--- config.mk ---
export PLATFORM = sky130hd
export DESIGN_NAME = gate_resp_misr
export DESIGN_NICKNAME = d
export VERILOG_FILES = /design/src/rtl/gate_resp_misr_pkg.sv /design/src/rtl/gate_resp_misr_misr_step.sv /design/src/rtl/gate_resp_misr.sv
export SDC_FILE = /design/constraint.sdc
export NUM_CORES = 1
export LEC_CHECK = 0
export CAP_MARGIN = 15
export CORE_UTILIZATION = 45
export CTS_BUF_LIST = sky130_fd_sc_hd__clkbuf_16
export DETAILED_ROUTE_END_ITERATION = 8
export PLACE_DENSITY = 0.83
export SETUP_SLACK_MARGIN = 0.1
export SLEW_MARGIN = 30
export SYNTH_ARGS = -nofsm -noshare
export SYNTH_HDL_FRONTEND = slang
export SYNTH_HIERARCHICAL = 1
export SYNTH_SLANG_ARGS = --single-unit
--- constraint.sdc ---
create_clock -name clk -period 2.5 [get_ports clk]
set_clock_uncertainty 0.2 [all_clocks]
set_input_delay 0.5 -clock clk [delete_from_list [all_inputs] [get_ports clk]]
set_output_delay 0.5 -clock clk [all_outputs]
set_load 0.05 [all_outputs]
--- src/rtl/gate_resp_misr_pkg.sv ---
// Shared definitions for the gate-model response compactor family.
// Response bit order for the 12-in/10-out gate model, bit 9 down to bit 0:
//   N501, N511, N503, N490, N509, N510, N496, N508, N495, N512
package gate_resp_misr_pkg;

  localparam int unsigned RESP_W = 10;
  localparam int unsigned SIG_W  = 16;
  localparam int unsigned CNT_W  = 16;

  // Feedback taps; the x^16 term is implicit in the shift-out bit.
  localparam logic [SIG_W-1:0] POLY = 16'h002D;

  // Encoding 2'd3 is unused and recovers to IDLE.
  typedef enum logic [1:0] {
    ST_IDLE = 2'd0,
    ST_RUN  = 2'd1,
    ST_DONE = 2'd2
  } state_e;

endpackage

--- src/rtl/gate_resp_misr_misr_step.sv ---
// One MISR step: shift, fold the feedback polynomial, xor in the response.
module gate_resp_misr_misr_step
  import gate_resp_misr_pkg::*;
(
  input  logic [SIG_W-1:0]  signature,
  input  logic [RESP_W-1:0] resp_data,
  output logic [SIG_W-1:0]  sig_next_c
);

  // Pure combinational next-signature.
  always_comb begin
    sig_next_c = {signature[SIG_W-2:0], 1'b0}
               ^ (signature[SIG_W-1] ? POLY : SIG_W'(0))
               ^ SIG_W'(resp_data);
  end

endmodule

--- src/rtl/gate_resp_misr.sv ---
// Response compactor: folds gate-model outputs into a MISR over a programmed
// number of patterns, then reports the signature and a pass/fail compare.
module gate_resp_misr
  import gate_resp_misr_pkg::*;
(
  input  logic              clk,
  input  logic              rst_n,
  input  logic              start,
  input  logic              abort,
  input  logic [CNT_W-1:0]  pattern_count,
  input  logic [SIG_W-1:0]  seed,
  input  logic [SIG_W-1:0]  expected,
  input  logic              resp_valid,
  input  logic [RESP_W-1:0] resp_data,
  output logic              resp_ready,
  output logic              busy,
  output logic              done,
  output logic              pass,
  output logic [SIG_W-1:0]  signature,
  output logic [CNT_W-1:0]  captured
);

  state_e             state_q, state_d;
  logic [SIG_W-1:0]   sig_q, sig_d;
  logic [CNT_W-1:0]   cap_q, cap_d;
  logic [CNT_W-1:0]   cnt_q, cnt_d;
  logic [SIG_W-1:0]   exp_q, exp_d;
  logic               pass_q, pass_d;
  logic               busy_q, busy_d;
  logic               ready_q, ready_d;
  logic               done_q, done_d;

  logic [SIG_W-1:0]   sig_next_c;
  logic [CNT_W-1:0]   cap_inc_c;
  logic               xfer_c;

  gate_resp_misr_misr_step u_misr_step (
    .signature  (sig_q),
    .resp_data  (resp_data),
    .sig_next_c (sig_next_c)
  );

  // Next-state, datapath and output decode.
  always_comb begin
    state_d   = state_q;
    sig_d     = sig_q;
    cap_d     = cap_q;
    cnt_d     = cnt_q;
    exp_d     = exp_q;
    pass_d    = pass_q;
    xfer_c    = resp_valid && (state_q == ST_RUN);
    cap_inc_c = cap_q + CNT_W'(1);

    case (state_q)
      ST_IDLE, ST_DONE: begin
        if ((state_q == ST_DONE) && abort) begin
          state_d = ST_IDLE;
          pass_d  = 1'b0;
        end else if (start) begin
          sig_d  = seed;
          cap_d  = '0;
          cnt_d  = pattern_count;
          exp_d  = expected;
          pass_d = 1'b0;
          if (pattern_count == '0) begin
            state_d = ST_DONE;
            pass_d  = (seed == expected);
          end else begin
            state_d = ST_RUN;
          end
        end
      end
      ST_RUN: begin
        // Abort wins over a simultaneous transfer, which is dropped.
        if (abort) begin
          state_d = ST_IDLE;
        end else if (xfer_c) begin
          sig_d = sig_next_c;
          cap_d = cap_inc_c;
          if (cap_inc_c == cnt_q) begin
            state_d = ST_DONE;
            pass_d  = (sig_next_c == exp_q);
          end
        end
      end
      default: state_d = ST_IDLE;
    endcase

    // Status flags are registered copies of the next state's decode.
    busy_d  = (state_d == ST_RUN);
    ready_d = (state_d == ST_RUN);
    done_d  = (state_d == ST_DONE);
  end

  // State and datapath registers.
  always_ff @(posedge clk or negedge rst_n) begin
    if (!rst_n) begin
      state_q <= ST_IDLE;
      sig_q   <= '0;
      cap_q   <= '0;
      cnt_q   <= '0;
      exp_q   <= '0;
      pass_q  <= 1'b0;
      busy_q  <= 1'b0;
      ready_q <= 1'b0;
      done_q  <= 1'b0;
    end else begin
      state_q <= state_d;
      sig_q   <= sig_d;
      cap_q   <= cap_d;
      cnt_q   <= cnt_d;
      exp_q   <= exp_d;
      pass_q  <= pass_d;
      busy_q  <= busy_d;
      ready_q <= ready_d;
      done_q  <= done_d;
    end
  end

  assign resp_ready = ready_q;
  assign busy       = busy_q;
  assign done       = done_q;
  assign pass       = pass_q;
  assign signature  = sig_q;
  assign captured   = cap_q;

endmodule

* Yosys cells after proc, flatten, opt, wreduce, memory -nomap -nowiden
Index checks and enable logic that the tools add are counted.
Word-level totals: bits in registers 69, bits in latches 0, RAM bits 0, ROM bits 0, input port bits 63, word-level logic and storage cells 59, memories 0
Operators by class: $add $sub $neg 1, $mul 0, div/mod/pow operators 0, magnitude comparators 0, eq/ne operators 13, shift operators 0, multiplexer cells 25, bitwise gates (word level) 3, reductions and logical operators 9
Operators by type and width (count):
- $mux 16 | 8
- $pmux 16 s2 | 2
- $eq 16x16->1 | 3
- $add 16x1->16 const B | 1
- $logic_not 16->1 | 1
- $xor 16x10->16 | 1
- $xor 16x16->16 | 1
- $mux 2 | 6
- $reduce_and 5->1 | 2
- $ne 2x2->1 const B | 4
- $mux 1 | 6
- $mux 6 | 1
- $eq 2x1->1 const B | 2
- $eq 2x2->1 const B | 2
- $pmux 2 s2 | 1
- $ne 3x3->1 const B | 1
- $reduce_and 3->1 | 1
- $logic_and 1x1->1 | 2
- $logic_not 2->1 | 1
- $ne 2x1->1 const B | 1
- $pmux 1 s2 | 1
- $reduce_bool 2->1 | 1
- $reduce_or 2->1 | 1
- $not 1->1 | 1

* Logic depth before layout (Yosys ltp)
Gate-level depths: netlist of the first run.
depth in word-level cells 8, mapped depth 10

* Modules after synthesis
The synthesis of the first run kept the hierarchy.
By module, submodules not included:
- gate_resp_misr | times used 1, cells each 369, area an instance 3843.7 µm², seq. area each 1726.7 µm²
- gate_resp_misr_misr_step | times used 1, cells each 16, area an instance 181.4 µm², seq. area each 0.0 µm²

* Worst setup path before layout of the first run
Ideal clock, no wire load.
path type flip-flop to flip-flop, start register cap_q[0], in the netlist captured[0], end register ready_q, in the netlist resp_ready, library setup time 122 ps, arrival time 2502 ps, required time 2178 ps, slack -324 ps, cell stages (with the launch flop) 9, clock period less this slack 2824 ps, path through dfrtp_1 ha_1 buf_4 or4_1 a31oi_1 o2111ai_1 nor4_4 nand4_1 a32o_1
On the way: cells in the longest elaborated chain, start to end 7
RTL lines:
- start, declared | line gate_resp_misr.sv:25 | logic [CNT_W-1:0] cap_q, cap_d;
- start signal, assigned | line gate_resp_misr.sv:110 | cap_q <= cap_d;
- $add 16x1->16 | line gate_resp_misr.sv:52 | cap_inc_c = cap_q + CNT_W'(1);
- $eq 16x16->1 | line gate_resp_misr.sv:80 | if (cap_inc_c == cnt_q) begin
- $mux 2 | line gate_resp_misr.sv:80
- $mux 2 | line gate_resp_misr.sv:77 | end else if (xfer_c) begin
- $mux 2 | line gate_resp_misr.sv:75 | if (abort) begin
- $pmux 2 s2 | line gate_resp_misr.sv:54 | case (state_q)
- $eq 2x1->1
- named net busy_d | line gate_resp_misr.sv:29 | logic busy_q, busy_d;
- end signal, assigned | line gate_resp_misr.sv:115 | ready_q <= ready_d;
- end, declared | line gate_resp_misr.sv:30 | logic ready_q, ready_d;
The timed path passes the listed nets, and every way through them passes these cells. A chain may end at the register's enable or synchronous reset.

* Final worst setup path of the first run
Ends and elaborated chain as after synthesis.

==> key figures, run 1 <==
Status
  • Result of the run: finished clean

Clocking
  • Clock Sink Count: 69
  • Skew-Pair Late Insertion Delay: 0.34 ns
  • Clock tree from TritonCTS: done
  • Cts bufs inserted: 9
  • Clock Tree Buf Depth: 2
  • CTS H-tree lvls: 3
  • Root Driver: clkbuf_16
  • Clock transition at the register clock pins on the worst setup and hold paths after CTS: 0.06 ns

Pwr
  • Leakage power: 2.48 nW
  • PwrDens: 827 mW/mm2
  • VDD IR max: 428 uV

Detailed routing
  • Vias: 3564
  • Post-detailed-route wirelength per cell: 18.7 um
  • Antenna-violating nets left: 0
  • Initial detailed-routing violation count: 237
  • Iteration count of the initial detailed-routing pass: 5
  • Routed via count divided by cell count: 5.77
  • Routed Wire Length: 11500 um
  • Number of design rule violations left after detail routing: 0

Critical path
  • Chain of cells forming the critical path: ha_4 > or4_4 > a31oi_4 > o2111ai_2 > nor4_4 > nand4_1 > a32o_1
  • Critical Path AT: 2.50 ns
  • Largest fanout of any net on the critical path: 5
  • Worst Reg2Reg Path Length in Cells: 7
  • Element type at the critical path end: flop
  • Largest stage delay on the critical path: 0.51 ns
  • Kind of launch point of the worst setup path: flop
  • Data required time at the worst endpoint: 2.52 ns
  • Critical path class: flop to flop
  • Slowest cell on the critical path: dfrtp_4

Timing
  • Actual slew at the worst max-slew pin: 0.551 ns
  • Peak Freq: 0.405 GHz
  • Clock period minus final worst setup slack: 2.47 ns
  • Setup repair after global routing missed its margin: yes
  • Number of max-slew violations in the final report: 0
  • Share of the clock period used by the worst path: 98.9%
  • Number of setup violations in the final report: 0
  • Count of final hold-check violations: 0
  • Post-Route Setup TNS: 0 ns
  • Max-slew headroom at the worst pin: 63.2%

Place
  • Number of placed instances, taps included: 596
  • Total cell area at the placement stage: 0.00528 mm2
  • Placer's final routability congestion estimate: 0.902
  • IO Port Bufs: 98
  • HPWL after detailed placement: 8040 um

Yosys
  • Post-synth EDFFs: 0
  • Most common cell in the synthesized netlist: dfrtp_1
  • Asr flop ratio synth: 100%
  • Total nets after synthesis: 449
  • Cell type with the highest aggregate area in the netlist: dfrtp_1
  • Total of warnings raised by yosys: 6
  • Post-synth cell types: 48
  • Synth top cells by count: dfrtp_1 (69), o21ai_0 (40), nand2_1 (34), xnor2_1 (33), mux2_2 (32)
  • Post-Syn Area: 0.00403 mm2
  • Average cell area after synthesis: 10.5 um2
  • Top FF cell, synth: dfrtp_1
  • Top cells by area, synth: dfrtp_1 (43%), mux2_2 (9.0%), xnor2_1 (7.2%), xor2_1 (6.1%), mux2i_1 (5.0%)
  • Mapped Cells: 385
  • Area share of the largest cell type after synthesis: 42.9%
  • Register bit total from synthesis: 69
  • Portion of the post-synthesis area used by sequential elements: 42.9%

Floorplan
  • Count of boundary I/O pins: 99
  • Area of the die: 0.00933 mm2
  • Starting Density: 46.4%
  • Die height: 96.6 um
  • Core area: 0.00868 mm2
  • Floorplan row count: 34
  • X dimension of the die: 96.6 um

Worst hold path
  • Count of cells along the worst hold path: 1
  • Path type of the worst min-delay path: flop to flop

Layout
  • Fraction of final layout cells sized beyond drive strength 1: 23.1%
  • Area growth from synthesis to final layout: 43.0%
  • Number of non-filler instances in the completed layout: 618
  • Post-route cell area: 0.00576 mm2
  • Core Util, Final: 66.3%
  • ANT cells: 0
  • Total Nets Final: 569

GRT
  • Largest net degree at the start of global routing: 70
  • Vias in the first global route: 3407
  • All-layer global routing usage: 24.9%
  • GR Overflow Total: 0
  • Antenna violations before repair: 0
  • Global-route wire length before repair: 17200 um

Run
  • Max-cap violation count: 0
[kinds of logic after synthesis]
kind of cell	synth area share, %
buffers and inverters	3.82
AND/OR/NAND/NOR	13.6
XOR/XNOR	15.1
adder cells (fa/ha/maj)	0.311
multiplexers	13.9
flip-flops	42.9
AO/OA/AOI/OAI	10.3
[worst max-delay path: cells and delay by family, from the launching register on]
kind / cells / cell delay [ns]
compound gates: 3 / 0.54
fa+ha+maj: 1 / 0.20
flops: 1 / 0.51
simple gates: 3 / 0.91
[cells in the final DEF, fill, tap and decap left out, types with 3 or more instances in the layout]
master           count
inv_1                4
mux2_2              32
nor4_1               5
dfrtp_1             58
inv_6                3
buf_4               32
dlymetal6s2s_1       6
o31ai_1              7
clkdlybuf4s50_1     89
clkbuf_16            9
a21oi_1              3
mux2i_1             20
dfrtp_2             10
nor2_1              17
a22o_1               3
nand4_1             11
nor3_1               3
nor4_2               4
xnor2_1             33
o21ai_0             40
a31oi_1              5
nand2_1             34
xor2_1              28
nand3_1              8
[routing by layer]
layer / global-route usage, % / wire, um
met5: 0 / 0
met2: 38.9 / 5650
met4: 10.9 / 329
met1: 33.6 / 4820
met3: 5.09 / 746
[state kept, by name, summed over array words and instances (netlist names)]
register    cells
state_q         2
captured       16
exp_q          16
done            1
pass            1
signature      16
resp_ready      1
cnt_q          16
[worst paths after layout]
path / start / to / slack [ns]
worst min-delay path: cnt_q[9] / cnt_q[9] / 0.33
worst min register to register: cnt_q[9] / cnt_q[9] / 0.33
worst max-delay path: captured[0] / resp_ready / 0.03
min in group asynchronous: rst_n / signature[7] / 0.52
max in group asynchronous: rst_n / captured[7] / 1.27
worst max register to register: captured[0] / resp_ready / 0.03
[repair_timing]
item                                    CTS  global route
gates cloned                              0             0
gates resized for setup                   6            18
endpoints found under the setup margin    5            11
pin swaps                                 1             4
hold buffers                              1             0
hold endpoints to repair                 29             0
setup buffers                             2             3
[power by group]
group	total, mW	internal, mW	switching, mW
logic	1.77	0.810	0.964
clock network	1.41	0.887	0.524
registers	1.58	1.34	0.234
[area by class of cell]
type,count,area (um2)
clock buffers,9,225
clock inverters,7,104
fillers,648,2920
inverters,4,15.0
multi-input cells,288,2260
flip-flops and latches,69,1740
well taps,108,135
repair buffers,133,1280
[per-stage QoR]
stage                     worst slack [ns]  power [mW]  hold WS, ns
final                               0.0282        4.76        0.328
after CTS                           0.0213        4.73        0.329
after global placement              -0.154        3.26        0.308
after global routing               -0.0646        4.95        0.343
after floorplan                    -0.0217        2.74      0.00441
after detailed placement            -0.284        3.31        0.318
(Power assumes the default switching activity.)
==> run 2: changes to the inputs <==
--- a/config.mk
+++ b/config.mk
@@ -10,7 +10,7 @@
 export CTS_BUF_LIST = sky130_fd_sc_hd__clkbuf_16
 export DETAILED_ROUTE_END_ITERATION = 8
 export PLACE_DENSITY = 0.83
-export SETUP_SLACK_MARGIN = 0.1
+export SETUP_SLACK_MARGIN = 0.4
 export SLEW_MARGIN = 30
 export SYNTH_ARGS = -nofsm -noshare
 export SYNTH_HDL_FRONTEND = slang
==> key figures, run 2 (synthesis results as in run 1) <==
Place
  • IO Port Bufs: 98 (unchanged)
  • Placer's final routability congestion estimate: 0.915 (was 0.902)
  • Worst-case setup slack after placement: -0.190 ns (was -0.284 ns)
  • HPWL after detailed placement: 8120 um (was 8040 um)
  • Number of placed instances, taps included: 590 (was 596)

Timing
  • Clock period minus final worst setup slack: 2.46 ns (was 2.47 ns)
  • Tightest hold margin: 0.328 ns (about the same)
  • Final WS setup: 0.0387 ns (was 0.0282 ns)
  • Share of the clock period used by the worst path: 98.5% (was 98.9%)
  • Actual slew at the worst max-slew pin: 0.527 ns (was 0.551 ns)
  • Count of final hold-check violations: 0 (unchanged)
  • Setup repair after global routing missed its margin: yes (unchanged)
  • Number of setup violations in the final report: 0 (unchanged)
  • Peak Freq: 0.406 GHz (was 0.405 GHz)
  • Max-slew headroom at the worst pin: 65.0% (was 63.2%)
  • Number of max-slew violations in the final report: 0 (unchanged)

Pwr
  • Reported net switching power: 1.69 mW (was 1.72 mW)
  • Part of the total power dissipated in the clock network: 28.9% (was 29.6%)
  • Cell internal pwr: 2.97 mW (was 3.04 mW)
  • Sequential group share of total power: 33.7% (was 33.1%)
  • Switching Share: 36.2% (about the same)
  • VDD IR max: 511 uV (was 428 uV)
  • PwrDens: 814 mW/mm2 (was 827 mW/mm2)
  • Leakage power: 2.47 nW (was 2.48 nW)
  • Comb power frac: 37.4% (was 37.3%)

Clocking
  • Clock Sink Count: 69 (unchanged)
  • Root Driver: clkbuf_16 (unchanged)
  • Clock Tree Buf Depth: 2 (unchanged)
  • Cts bufs inserted: 9 (unchanged)
  • Skew-Pair Late Insertion Delay: 0.33 ns (was 0.34 ns)
  • CTS H-tree lvls: 3 (unchanged)
  • Clock tree from TritonCTS: done (unchanged)
  • Clock transition at the register clock pins on the worst setup and hold paths after CTS: 0.06 ns (about the same)

Layout
  • Number of non-filler instances in the completed layout: 615 (was 618)
  • Fraction of final layout cells sized beyond drive strength 1: 24.1% (was 23.1%)
  • Area growth from synthesis to final layout: 42.1% (was 43.0%)
  • Total Nets Final: 565 (was 569)
  • Fill cell total of the finished layout: 661 (was 648)
  • Commonest cells after routing, fill and taps aside: clkdlybuf4s50_1 (60), dfrtp_1 (56), o21ai_0 (40), nand2_1 (34), xnor2_1 (33) (was clkdlybuf4s50_1 (89), dfrtp_1 (58), o21ai_0 (40), nand2_1 (34), xnor2_1 (33))
  • Leading cell type in the layout, fill and taps excluded: clkdlybuf4s50_1 (unchanged)

Floorplan
  • Floorplan row count: 34 (unchanged)
  • Starting Density: 46.4% (unchanged)
  • Die height: 96.6 um (unchanged)
  • Count of boundary I/O pins: 99 (unchanged)
  • Core area: 0.00868 mm2 (unchanged)
  • X dimension of the die: 96.6 um (unchanged)
  • Area of the die: 0.00933 mm2 (unchanged)

Detailed routing
  • Initial detailed-routing violation count: 365 (was 237)
  • Routed Wire Length: 11200 um (was 11500 um)
  • Iteration count of the initial detailed-routing pass: 7 (was 5)
  • Post-detailed-route wirelength per cell: 18.3 um (was 18.7 um)
  • Vias: 3507 (was 3564)
  • Antenna-violating nets left: 0 (unchanged)
  • Routed via count divided by cell count: 5.70 (was 5.77)
  • Number of design rule violations left after detail routing: 0 (unchanged)

GRT
  • All-layer global routing usage: 24.5% (was 24.9%)
  • Largest net degree at the start of global routing: 51 (was 70)
  • Vias in the first global route: 3322 (was 3407)
  • Antenna violations before repair: 0 (unchanged)
  • GR Overflow Total: 0 (unchanged)
  • Global-route wire length before repair: 16900 um (was 17200 um)

Critical path
  • Data required time at the worst endpoint: 2.51 ns (was 2.52 ns)
  • Critical Path AT: 2.47 ns (was 2.50 ns)
  • Critical path class: flop to flop (unchanged)
  • Kind of launch point of the worst setup path: flop (unchanged)
  • Element type at the critical path end: flop (unchanged)
  • Setup slack on the worst flop-to-flop path: 0.04 ns (was 0.03 ns)
  • Largest fanout of any net on the critical path: 4 (was 5)

Status
  • Result of the run: finished clean (unchanged)

Worst hold path
  • Path type of the worst min-delay path: flop to flop (unchanged)

Run
  • Max-cap violation count: 0 (unchanged)
[run 2: cell count changes in the layout (fill, tap and decap cells not counted), sizes merged, moves of 3 or more]
cell	previous run	this run
clkdlybuf4s15	0	3
clkdlybuf4s50	89	60
buf	35	31
dlygate4sd2	2	30
dlymetal6s2s	6	1
clkbuf	9	12
[run 2: worst paths after layout]
kind	startpoint	to	cells past startpoint
max	captured[0]	resp_ready	7
min	exp_q[1]	exp_q[1]	1
max reg2reg	captured[0]	resp_ready	7
min reg2reg	exp_q[1]	exp_q[1]	1
max in group asynchronous	rst_n	captured[7]	3
min in group asynchronous	rst_n	signature[1]	2
[run 2: per-layer routing]
layer	routed length [um]	share of wire [%]	track usage [%]
met3	629	5.6	3.60
met5	0	0	0
met4	329	2.9	11.2
met1	4730	42	33.6
met2	5550	49	38.6
[run 2: cell type report]
type                    count  area (um2)  share of cell area [%]
diodes                      1        2.50                  0.0437
inverters                   4        15.0                   0.262
well taps                 108         135                    2.36
clock buffers               9         225                    3.94
clock inverters             7        91.3                    1.60
multi-input cells         288        2290                    40.1
repair buffers            129        1210                    21.2
flip-flops and latches     69        1750                    30.5
[run 2: repair_timing]
item	4_1_cts	5_1_grt
hold buffers	1	0
resized for setup	49	20
buffers inserted	2	5
endpoints found under the setup margin	47	66
hold endpoints to repair	19	0
pin swaps	4	4
[run 2: per-stage QoR]
step	TNS, ns	total power, mW	cell area, um2	util, %
after detailed placement	-0.190	3.32	5250	60.5
after global routing	-0.0390	4.83	5720	65.9
after CTS	0	4.62	5630	64.9
final	0	4.66	5720	65.9
after floorplan	-0.0430	2.74	4070	-
after global placement	-0.0630	3.26	5250	60.5
[run 2: worst max-delay path, stage by stage (launching register included)]
cell	delay, ns
dfrtp_4	0.51
ha_4	0.19
or4_4	0.50
a31oi_4	0.20
o2111ai_4	0.14
nor4_4	0.20
nand4_1	0.16
a32o_2	0.26
[run 2: power by group through the flow]
stage	clock network [mW]	logic [mW]	registers, mW
2_1_floorplan	0	0.861	1.88
3_3_place_gp	0	1.69	1.57
3_5_place_dp	0	1.73	1.59
4_1_cts	1.35	1.71	1.57
5_1_grt	1.40	1.84	1.60
6_report	1.35	1.74	1.57
==> run 3: changes to the inputs <==
--- a/config.mk
+++ b/config.mk
@@ -9,7 +9,7 @@
 export CORE_UTILIZATION = 45
 export CTS_BUF_LIST = sky130_fd_sc_hd__clkbuf_16
 export DETAILED_ROUTE_END_ITERATION = 8
-export PLACE_DENSITY = 0.83
+export PLACE_DENSITY = 0.77
 export SETUP_SLACK_MARGIN = 0.4
 export SLEW_MARGIN = 30
 export SYNTH_ARGS = -nofsm -noshare
==> constraint.sdc (replaced) <==
create_clock -name clk -period 2.5 [get_ports clk]
set_clock_uncertainty 0.2 [all_clocks]
set_input_delay 0.25 -clock clk [delete_from_list [all_inputs] [get_ports clk]]
set_output_delay 0.25 -clock clk [all_outputs]
set_load 0.05 [all_outputs]
==> key figures, run 3 (synthesis results as in run 1) <==
Status
  • Result of the run: finished clean (unchanged)

Clocking
  • Root Driver: clkbuf_16 (unchanged)
  • Skew-Pair Late Insertion Delay: 0.33 ns (about the same)
  • CTS H-tree lvls: 3 (unchanged)
  • Clock tree from TritonCTS: done (unchanged)
  • Cts bufs inserted: 9 (unchanged)
  • Clock transition at the register clock pins on the worst setup and hold paths after CTS: 0.06 ns (about the same)
  • Clock Tree Buf Depth: 2 (unchanged)
  • Clock Sink Count: 69 (unchanged)

Layout
  • Leading cell type in the layout, fill and taps excluded: clkdlybuf4s50_1 (unchanged)
  • ANT cells: 0 (was 1)
  • Area growth from synthesis to final layout: 38.3% (was 42.1%)
  • Fraction of final layout cells sized beyond drive strength 1: 19.5% (was 24.1%)
  • Commonest cells after routing, fill and taps aside: clkdlybuf4s50_1 (86), dfrtp_1 (60), o21ai_0 (40), nand2_1 (33), xnor2_1 (33) (was clkdlybuf4s50_1 (60), dfrtp_1 (56), o21ai_0 (40), nand2_1 (34), xnor2_1 (33))
  • Total Nets Final: 551 (was 565)

Place
  • IO Port Bufs: 98 (unchanged)
  • Placer's final routability congestion estimate: 0.871 (was 0.915)
  • HPWL after detailed placement: 7770 um (was 8120 um)

Detailed routing
  • Vias: 3386 (was 3507)
  • Initial detailed-routing violation count: 263 (was 365)
  • Number of design rule violations left after detail routing: 0 (unchanged)
  • Post-detailed-route wirelength per cell: 17.8 um (was 18.3 um)
  • Routed via count divided by cell count: 5.64 (was 5.70)
  • Routed Wire Length: 10700 um (was 11200 um)
  • Iteration count of the initial detailed-routing pass: 6 (was 7)
  • Antenna-violating nets left: 0 (unchanged)

Timing
  • Peak Freq: 0.410 GHz (was 0.406 GHz)
  • Number of setup violations in the final report: 0 (unchanged)
  • Clock period minus final worst setup slack: 2.44 ns (was 2.46 ns)
  • Share of the clock period used by the worst path: 97.7% (was 98.5%)
  • Post-Route Setup TNS: 0 ns (unchanged)
  • Actual slew at the worst max-slew pin: 0.530 ns (was 0.527 ns)
  • Setup repair after global routing missed its margin: yes (unchanged)
  • Number of max-slew violations in the final report: 0 (unchanged)
  • Count of final hold-check violations: 0 (unchanged)
  • Max-slew headroom at the worst pin: 64.6% (was 65.0%)

Floorplan
  • Area of the die: 0.00933 mm2 (unchanged)
  • X dimension of the die: 96.6 um (unchanged)
  • Count of boundary I/O pins: 99 (unchanged)
  • Core area: 0.00868 mm2 (unchanged)
  • Floorplan row count: 34 (unchanged)
  • Starting Density: 46.4% (unchanged)
  • Die height: 96.6 um (unchanged)

Pwr
  • Leakage power: 2.38 nW (was 2.47 nW)
  • VDD IR max: 500 uV (was 511 uV)
  • PwrDens: 829 mW/mm2 (was 814 mW/mm2)
  • Power after layout: 4.62 mW (was 4.66 mW)

Critical path
  • Data required time at the worst endpoint: 2.51 ns (about the same)
  • Reg2Reg Capture Point: state_q[0] (was resp_ready)
  • Kind of launch point of the worst setup path: flop (unchanged)
  • Worst setup endpoint: state_q[0] (was resp_ready)
  • Largest stage delay on the critical path: 0.50 ns (was 0.51 ns)
  • Chain of cells forming the critical path: ha_4 > or4_4 > a31oi_4 > o2111ai_2 > nor4_4 > nand4_1 > a32o_1 (was ha_4 > or4_4 > a31oi_4 > o2111ai_4 > nor4_4 > nand4_1 > a32o_2)
  • Slowest cell on the critical path: or4_4 (was dfrtp_4)
  • Family of cells with the greatest summed delay on the critical path: simple AND/OR/NAND/NOR gates (unchanged)
  • Count of cell instances traversed by the critical path: 7 (unchanged)
  • R2r startpoint: captured[0] (unchanged)
  • Launch point of the worst path: captured[0] (unchanged)
  • Critical path class: flop to flop (unchanged)
  • Largest fanout of any net on the critical path: 5 (was 4)
  • Critical Path AT: 2.45 ns (was 2.47 ns)
  • Sum of buffers and inverters on the critical path: 0 (unchanged)
  • Setup slack on the worst flop-to-flop path: 0.06 ns (was 0.04 ns)
  • Element type at the critical path end: flop (unchanged)
  • Worst Reg2Reg Path Length in Cells: 7 (unchanged)

GRT
  • Global-route wire length before repair: 16500 um (was 16900 um)
  • All-layer global routing usage: 24.0% (was 24.5%)
  • Largest net degree at the start of global routing: 49 (was 51)
  • Antenna violations before repair: 0 (unchanged)
  • Vias in the first global route: 3268 (was 3322)
  • GR Overflow Total: 0 (unchanged)

Worst hold path
  • Path type of the worst min-delay path: input pin to asynchronous set/reset pin (was flop to flop)

Run
  • Max-cap violation count: 0 (unchanged)
-- run 3: where the power goes --
group	leakage, nW	internal (mW)	switching [mW]	total [mW]
combinational	1.38	0.795	0.917	1.71
clock	0.153	0.867	0.466	1.33
sequential	0.845	1.34	0.229	1.57
total	2.38	3.00	1.61	4.62
-- run 3: timing repair --
item	4_1_cts	5_1_grt
pin swaps	2	4
gates resized for setup	8	13
setup buffers	2	0
hold buffers	1	0
hold endpoints to repair	21	0
endpoints found under the setup margin	12	10
-- run 3: worst min-delay path by stage --
stage                   endpoint  slack (ns)   from
finish              signature[4]        0.23  rst_n
global route        signature[4]        0.30  rst_n
CTS                 signature[4]        0.25  rst_n
detailed placement  signature[4]        0.06  rst_n
global placement        exp_q[1]        0.05  rst_n
floorplan           captured[10]       -0.25  rst_n
-- run 3: layout make-up --
cell class	count	area, um2
fillers	688	3110
multi-input cells	288	2230
flip-flops and latches	69	1740
repair buffers	115	1130
clock buffers	9	225
well taps	108	135
clock inverters	7	90.1
inverters	4	15.0
-- run 3: stage by stage --
step,cell area (um2),util [%],cells,worst slack (ns),hold slack [ns]
floorplan,4070,-,385,-0.0215,-0.246
global placement,5170,59.6,581,0.0978,0.0534
detailed placement,5170,59.6,581,0.0429,0.0609
CTS,5510,63.5,600,0.0641,0.251
global route,5570,64.2,600,-0.0523,0.301
finish,5570,64.2,600,0.0584,0.230
-- run 3: routing by layer --
metal / wire (um) / up-vias / GRT usage, %
met5: 0 / - / 0
met4: 105 / 0 / 7.72
met1: 4650 / 1655 / 34.4
li1: - / 1575 / -
met2: 5320 / 142 / 37.2
met3: 616 / 14 / 3.52
